### src/rtl/am2901_pkg.sv
// Shared encodings for the Am2901 command sequencer: microcode fields,
// host opcodes, the safe idle word and the FSM state type.
package am2901_pkg;

  typedef enum logic [2:0] {
    SRC_AQ = 3'd0,
    SRC_AB = 3'd1,
    SRC_ZQ = 3'd2,
    SRC_ZB = 3'd3,
    SRC_ZA = 3'd4,
    SRC_DA = 3'd5,
    SRC_DQ = 3'd6,
    SRC_DZ = 3'd7
  } src_e;

  typedef enum logic [2:0] {
    FN_ADD   = 3'd0,
    FN_SUBR  = 3'd1,
    FN_SUBS  = 3'd2,
    FN_OR    = 3'd3,
    FN_AND   = 3'd4,
    FN_NOTRS = 3'd5,
    FN_EXOR  = 3'd6,
    FN_EXNOR = 3'd7
  } func_e;

  typedef enum logic [2:0] {
    DST_QREG  = 3'd0,
    DST_NOP   = 3'd1,
    DST_RAMA  = 3'd2,
    DST_RAMF  = 3'd3,
    DST_RAMQD = 3'd4,
    DST_RAMD  = 3'd5,
    DST_RAMQU = 3'd6,
    DST_RAMU  = 3'd7
  } dest_e;

  localparam logic [3:0] OP_NOP = 4'd0;
  localparam logic [3:0] OP_LDI = 4'd1;
  localparam logic [3:0] OP_MOV = 4'd2;
  localparam logic [3:0] OP_ADD = 4'd3;
  localparam logic [3:0] OP_ADC = 4'd4;
  localparam logic [3:0] OP_SUB = 4'd5;
  localparam logic [3:0] OP_AND = 4'd6;
  localparam logic [3:0] OP_OR  = 4'd7;
  localparam logic [3:0] OP_XOR = 4'd8;
  localparam logic [3:0] OP_SHL = 4'd9;
  localparam logic [3:0] OP_SHR = 4'd10;
  localparam logic [3:0] OP_CLR = 4'd11;
  localparam logic [3:0] OP_OUT = 4'd12;

  // dest NOP, func OR, src DZ with D = 0: touches neither RAM nor Q
  localparam logic [8:0] NOP_WORD = 9'h05F;

  typedef enum logic {
    ST_IDLE = 1'b0,
    ST_EXEC = 1'b1
  } state_e;

  typedef struct packed {
    dest_e dest;
    func_e func;
    src_e  src;
    logic  cin;
    logic  oe_n;
    logic  sh_en;
    logic  fill;
    logic  use_d;
    logic  upd_flags;
    logic  is_shift;
  } uop_t;

  function automatic logic [8:0] uop_word(input uop_t u);
    return {u.dest, u.func, u.src};
  endfunction

endpackage

### src/rtl/am2901_uop_decode.sv
// Combinational opcode-to-microinstruction map; the carry input of ADC
// comes from the sequencer's stored cout flag.
module am2901_uop_decode
  import am2901_pkg::*;
(
  input  logic [3:0] op,
  input  logic       cout_q,
  output uop_t       uop
);

  always_comb begin
    uop.dest      = DST_NOP;
    uop.func      = FN_OR;
    uop.src       = SRC_DZ;
    uop.cin       = 1'b0;
    uop.oe_n      = 1'b1;
    uop.sh_en     = 1'b0;
    uop.fill      = 1'b0;
    uop.use_d     = 1'b0;
    uop.upd_flags = 1'b1;
    uop.is_shift  = 1'b0;
    case (op)
      OP_LDI: begin
        uop.dest  = DST_RAMF;
        uop.use_d = 1'b1;
      end
      OP_MOV: begin
        uop.dest = DST_RAMF;
        uop.src  = SRC_ZA;
      end
      OP_ADD: begin
        uop.dest = DST_RAMF;
        uop.func = FN_ADD;
        uop.src  = SRC_AB;
      end
      OP_ADC: begin
        uop.dest = DST_RAMF;
        uop.func = FN_ADD;
        uop.src  = SRC_AB;
        uop.cin  = cout_q;
      end
      OP_SUB: begin
        // SUBR computes S - R = B + ~A + 1
        uop.dest = DST_RAMF;
        uop.func = FN_SUBR;
        uop.src  = SRC_AB;
        uop.cin  = 1'b1;
      end
      OP_AND: begin
        uop.dest = DST_RAMF;
        uop.func = FN_AND;
        uop.src  = SRC_AB;
      end
      OP_OR: begin
        uop.dest = DST_RAMF;
        uop.src  = SRC_AB;
      end
      OP_XOR: begin
        uop.dest = DST_RAMF;
        uop.func = FN_EXOR;
        uop.src  = SRC_AB;
      end
      OP_SHL: begin
        uop.dest     = DST_RAMU;
        uop.src      = SRC_ZB;
        uop.sh_en    = 1'b1;
        uop.is_shift = 1'b1;
      end
      OP_SHR: begin
        uop.dest     = DST_RAMD;
        uop.src      = SRC_ZB;
        uop.sh_en    = 1'b1;
        uop.is_shift = 1'b1;
      end
      OP_CLR: begin
        uop.dest = DST_RAMF;
        uop.func = FN_AND;
        uop.src  = SRC_ZA;
      end
      OP_OUT: begin
        uop.src  = SRC_ZA;
        uop.oe_n = 1'b0;
      end
      default: begin
        // NOP and the unused opcodes 13..15 leave the slice and flags alone
        uop.upd_flags = 1'b0;
      end
    endcase
  end

endmodule

### src/rtl/am2901_seq.sv
// Command sequencer for one Am2901 slice: accepts host commands over
// valid/ready and drives registered microinstructions onto the slice.
module am2901_seq
  import am2901_pkg::*;
#(
  parameter int RPT_W = 2
) (
  input  logic             cp,
  input  logic             rst_n,
  input  logic             cmd_valid,
  output logic             cmd_ready,
  input  logic [3:0]       cmd_op,
  input  logic [3:0]       cmd_a,
  input  logic [3:0]       cmd_b,
  input  logic [3:0]       cmd_imm,
  input  logic [RPT_W-1:0] cmd_cnt,
  output logic             done,
  output logic [3:0]       flags,
  output logic [8:0]       alu_i,
  output logic [3:0]       alu_a,
  output logic [3:0]       alu_b,
  output logic [3:0]       alu_d,
  output logic             alu_cin,
  output logic             alu_oe,
  output logic             ram_sh_en,
  output logic             ram0_o,
  output logic             ram3_o,
  input  logic             alu_cout,
  input  logic             alu_ovr,
  input  logic             alu_z,
  input  logic             alu_f3
);

  localparam logic [RPT_W-1:0] CNT_ONE = RPT_W'(1);

  state_e           state_q, state_d;
  logic [RPT_W-1:0] cnt_q, cnt_d;
  logic             upd_q;
  logic             load, finish;
  uop_t             uop;

  am2901_uop_decode u_dec (
    .op     (cmd_op),
    .cout_q (flags[3]),
    .uop    (uop)
  );

  assign cmd_ready = (state_q == ST_IDLE);

  always_ff @(posedge cp or negedge rst_n) begin
    if (!rst_n) begin
      state_q <= ST_IDLE;
      cnt_q   <= '0;
    end else begin
      state_q <= state_d;
      cnt_q   <= cnt_d;
    end
  end

  // cnt_q holds the number of steps still to run after the current one
  always_comb begin
    state_d = state_q;
    cnt_d   = cnt_q;
    load    = 1'b0;
    finish  = 1'b0;
    case (state_q)
      ST_IDLE: begin
        if (cmd_valid) begin
          state_d = ST_EXEC;
          load    = 1'b1;
          cnt_d   = uop.is_shift ? cmd_cnt : '0;
        end
      end
      ST_EXEC: begin
        if (cnt_q == '0) begin
          state_d = ST_IDLE;
          finish  = 1'b1;
        end else begin
          cnt_d = cnt_q - CNT_ONE;
        end
      end
      default: state_d = ST_IDLE;
    endcase
  end

  // Slice control word: loaded on acceptance, held for every step, and
  // returned to the safe idle word at the edge that ends the last step.
  always_ff @(posedge cp or negedge rst_n) begin
    if (!rst_n) begin
      alu_i     <= NOP_WORD;
      alu_a     <= '0;
      alu_b     <= '0;
      alu_d     <= '0;
      alu_cin   <= 1'b0;
      alu_oe    <= 1'b1;
      ram_sh_en <= 1'b0;
      ram0_o    <= 1'b0;
      ram3_o    <= 1'b0;
      upd_q     <= 1'b0;
      done      <= 1'b0;
      flags     <= '0;
    end else begin
      done <= finish;
      if (load) begin
        alu_i     <= uop_word(uop);
        alu_a     <= cmd_a;
        alu_b     <= cmd_b;
        alu_d     <= uop.use_d ? cmd_imm : 4'd0;
        alu_cin   <= uop.cin;
        alu_oe    <= uop.oe_n;
        ram_sh_en <= uop.sh_en;
        ram0_o    <= uop.fill;
        ram3_o    <= uop.fill;
        upd_q     <= uop.upd_flags;
      end else if (finish) begin
        alu_i     <= NOP_WORD;
        alu_a     <= '0;
        alu_b     <= '0;
        alu_d     <= '0;
        alu_cin   <= 1'b0;
        alu_oe    <= 1'b1;
        ram_sh_en <= 1'b0;
        ram0_o    <= 1'b0;
        ram3_o    <= 1'b0;
        upd_q     <= 1'b0;
        if (upd_q) flags <= {alu_cout, alu_ovr, alu_z, alu_f3};
      end
    end
  end

endmodule

### config.mk
export PLATFORM = sky130hd
export DESIGN_NAME = am2901_seq
export DESIGN_NICKNAME = d
export VERILOG_FILES = /design/src/rtl/am2901_pkg.sv /design/src/rtl/am2901_uop_decode.sv /design/src/rtl/am2901_seq.sv
export SDC_FILE = /design/constraint.sdc
export NUM_CORES = 1
export LEC_CHECK = 0
export CAP_MARGIN = 20
export CORE_UTILIZATION = 53
export CTS_CLUSTER_SIZE = 20
export DETAILED_ROUTE_END_ITERATION = 7
export DONT_BUFFER_PORTS = 1
export PLACE_DENSITY = 0.73
export SETUP_SLACK_MARGIN = 0.2
export SLEW_MARGIN = 5
export SYNTH_ARGS = -nofsm -noshare
export SYNTH_HDL_FRONTEND = slang
export SYNTH_SLANG_ARGS = --single-unit
### constraint.sdc
create_clock -name cp -period 1.5 [get_ports cp]
set_input_delay 0.225 -clock cp [delete_from_list [all_inputs] [get_ports cp]]
set_output_delay 0.225 -clock cp [all_outputs]
set_load 0.05 [all_outputs]
==> flow_metrics.env, run 1 <==
export IMPL_postRouteAntennaNets=0
export IMPL_antenna_found_initial=0
export IMPL_synth_common_cells="dfrtp_1 (26), a22o_1 (15), buf_4 (7)"
export IMPL_critical_path_buf_inv_count=2
export IMPL_ys_flop_type="dfrtp_1"
export IMPL_grt_max_degree=33
export IMPL_finalHoldViolations=0
export IMPL_yosys_area_top_type="dfrtp_1"
export IMPL_synth_area_top_cells="dfrtp_1 (42%), dfstp_2 (10%), a22o_1 (8.4%), buf_4 (3.4%), mux2_2 (2.9%)"
export IMPL_cts_tree="yes"
export IMPL_clock_latency_ns=0.33
export IMPL_slowest_delay_ns=0.51
export IMPL_critPathSlowestCell="dfrtp_2"
export IMPL_leakage_nw=0.820
export IMPL_fmax_mhz=764
export IMPL_avgSynthCellArea_sq_um=12.4
export IMPL_outcome="finished clean"
export IMPL_cp_end_kind="output port"
export IMPL_synth_edf_count=0
export IMPL_die_h_um=56.3
export IMPL_rsz0062_at_grt="yes"
export IMPL_ios=57
export IMPL_synth_most_common_cell="dfrtp_1"
export IMPL_dp_hpwl_um=2120
export IMPL_skew_ns=0.0105
export IMPL_crit_type="reg2out"
export IMPL_cts_clk_slew_worst_paths_ns=0.10
export IMPL_cts_inserted_buffers=5
export IMPL_cap_violations=0
export IMPL_grt_ovfl_total=0
export IMPL_wirelength_um=3220
export IMPL_clk_path_buf_depth=2
export IMPL_drive_gt1_share_pct=33.8
export IMPL_irDropWorstVdd_mv=2.04
export IMPL_setup_viol=0
export IMPL_die_w_um=56.3
export IMPL_critPathRequiredTime_ns=1.27
export IMPL_cpLargestDelayFamily="flip-flops"
export IMPL_gp_congestion=0.751
export IMPL_core_sq_um=2780
export IMPL_vias=1078
export IMPL_yosys_warnings=0
export IMPL_die_area_sq_um=3170
export IMPL_cp_cell_sequence="inv_2 -> buf_8"
export IMPL_async_flop_share_pct=100
export IMPL_wl_per_cell_um=19.0
export IMPL_ys_seq_area_share_pct=51.7
export IMPL_powerDensity_nw_per_um2=2480
export IMPL_hp_class="in2reg"
export IMPL_grt_pass1_wl_um=5130
export IMPL_port_buffer_count=0
export IMPL_drtIter0Drc=29
export IMPL_cts_sinks=32
export IMPL_fin_ws_ns=0.191
export IMPL_synth_cell_area_sq_um=1560
export IMPL_period_share_pct=87.3
export IMPL_drc=0
export IMPL_viasPerCell=6.34
export IMPL_fin_setup_tns_ns=0
export IMPL_nets=164
export IMPL_postSynthCellCount=126
export IMPL_cp_arrival_ns=1.08
export IMPL_grt_pass1_vias=1032
export IMPL_dp_slack_ns=0.162
export IMPL_yosys_area_top_type_share_pct=41.6
export IMPL_clockRootBuffer="clkbuf_4"
export IMPL_maxSlewViolCount=0
export IMPL_cp_max_fo=8
export IMPL_ctsHtreeMaxLevel=2
export IMPL_initial_core_util_pct=56.2
export IMPL_crit_path_start_kind="register"
export IMPL_drt_first_pass_iters=4
export IMPL_num_rows=19
export IMPL_synthDistinctLibCells=45
export IMPL_area_growth_pct=13.3
export IMPL_ys_ff_latch=32
export IMPL_diodes=0
export IMPL_grt_usage_pct=21.4
export IMPL_period_needed_ns=1.31
layout make-up:
cell class / count / area, sq um
clock buffer: 6 / 41.3
fill: 220 / 1010
timing repair buffer: 17 / 156
sequential: 32 / 813
tap: 31 / 38.8
clock inverter: 2 / 35.0
inverter: 4 / 15.0
multi-input combinational: 78 / 671
final timing paths:
kind / startpoint / endpoint / slack, ns / cells past startpoint
max: state_q$_DFF_PN0_ / cmd_ready / 0.19 / 2
min: cmd_imm[1] / alu_d[1]$_DFFE_PN0P_ / 0.03 / 1
max reg2reg: state_q$_DFF_PN0_ / alu_d[3]$_DFFE_PN0P_ / 0.20 / 3
min reg2reg: upd_q$_DFFE_PN0P_ / upd_q$_DFFE_PN0P_ / 0.57 / 1
max in group asynchronous: rst_n / alu_i[3]$_DFFE_PN1P_ / 0.92 / 2
min in group asynchronous: rst_n / alu_d[1]$_DFFE_PN0P_ / 0.33 / 2
sequential cells by signal (all words and copies together) (netlist names):
| name | flops |
|---|---|
| alu_oe | 1 |
| flags | 4 |
| done | 1 |
| state_q | 1 |
| alu_d | 4 |
| alu_a | 4 |
| ram_sh_en | 1 |
| upd_q | 1 |
| alu_b | 4 |
| cnt_q | 2 |
| alu_i | 8 |
| alu_cin | 1 |
cells by family (layout without fill, tap and decap cells):
logic type / count (synthesis) / after routing / synth area share [%]
compound gates: 39 / 39 / 20.0
xor+xnor: 3 / 3 / 1.68
fa+ha+maj: 1 / 1 / 0.801
buf+inv: 17 / 29 / 8.57
flops: 32 / 32 / 51.7
mux: 6 / 6 / 4.96
other cells: 2 / 3 / 0.481
simple gates: 26 / 26 / 11.8
power by group:
group	internal (mW)	total (mW)	switching, mW
Combinational	0.694	1.31	0.618
Clock	0.349	0.636	0.286
Sequential	1.24	2.45	1.21
routing by layer:
| layer | GRT usage, % | up-vias | wire [um] |
|---|---|---|---|
| li1 | - | 481 | - |
| met1 | 27.5 | 548 | 1360 |
| met2 | 33.5 | 47 | 1600 |
| met3 | 9.45 | 2 | 248 |
| met4 | 5.23 | 0 | 19 |
| met5 | 0 | - | 0 |
repair_timing:
action,in CTS,in global routing
hold endpoints to repair,33,0
gates resized for setup,3,7
setup buffers,3,6
pin swaps,1,3
hold buffers,3,0
setup endpoints to repair,14,22
metrics by stage:
step           instance area (sq um)  utilization (%)  total power [mW]  hold slack [ns]  std cells
2_1_floorplan                   1610                -              3.41          -0.0706        127
3_3_place_gp                    1560             56.1              3.50          -0.0698        150
3_5_place_dp                    1560             56.1              3.56          -0.0700        150
4_1_cts                         1700             61.2              4.29           0.0154        164
5_1_grt                         1770             63.7              4.60          0.00463        170
6_report                        1770             63.7              4.40           0.0262        170
placed cells by master (no fill, tap or decap), types with 3 or more instances in the layout:
master	n
mux2_4	4
o21ai_0	3
buf_4	12
dfrtp_1	25
a2bb2oi_1	3
a32o_1	3
nor2_1	4
nand2_1	3
nor2b_1	4
clkbuf_4	5
o21ai_1	3
dfstp_2	5
inv_2	3
a22o_1	15
conb_1	3
No activity file was read; power rests on OpenSTA's default activity.
==> inputs of run 2 (changes only) <==
--- a/config.mk
+++ b/config.mk
@@ -7,6 +7,7 @@
 export LEC_CHECK = 0
 export CAP_MARGIN = 20
 export CORE_UTILIZATION = 53
+export CTS_CLUSTER_DIAMETER = 40
 export CTS_CLUSTER_SIZE = 20
 export DETAILED_ROUTE_END_ITERATION = 7
 export DONT_BUFFER_PORTS = 1
==> results of run 2 <==
No change in the layout: final DEF, timing and power equal those of run 1.
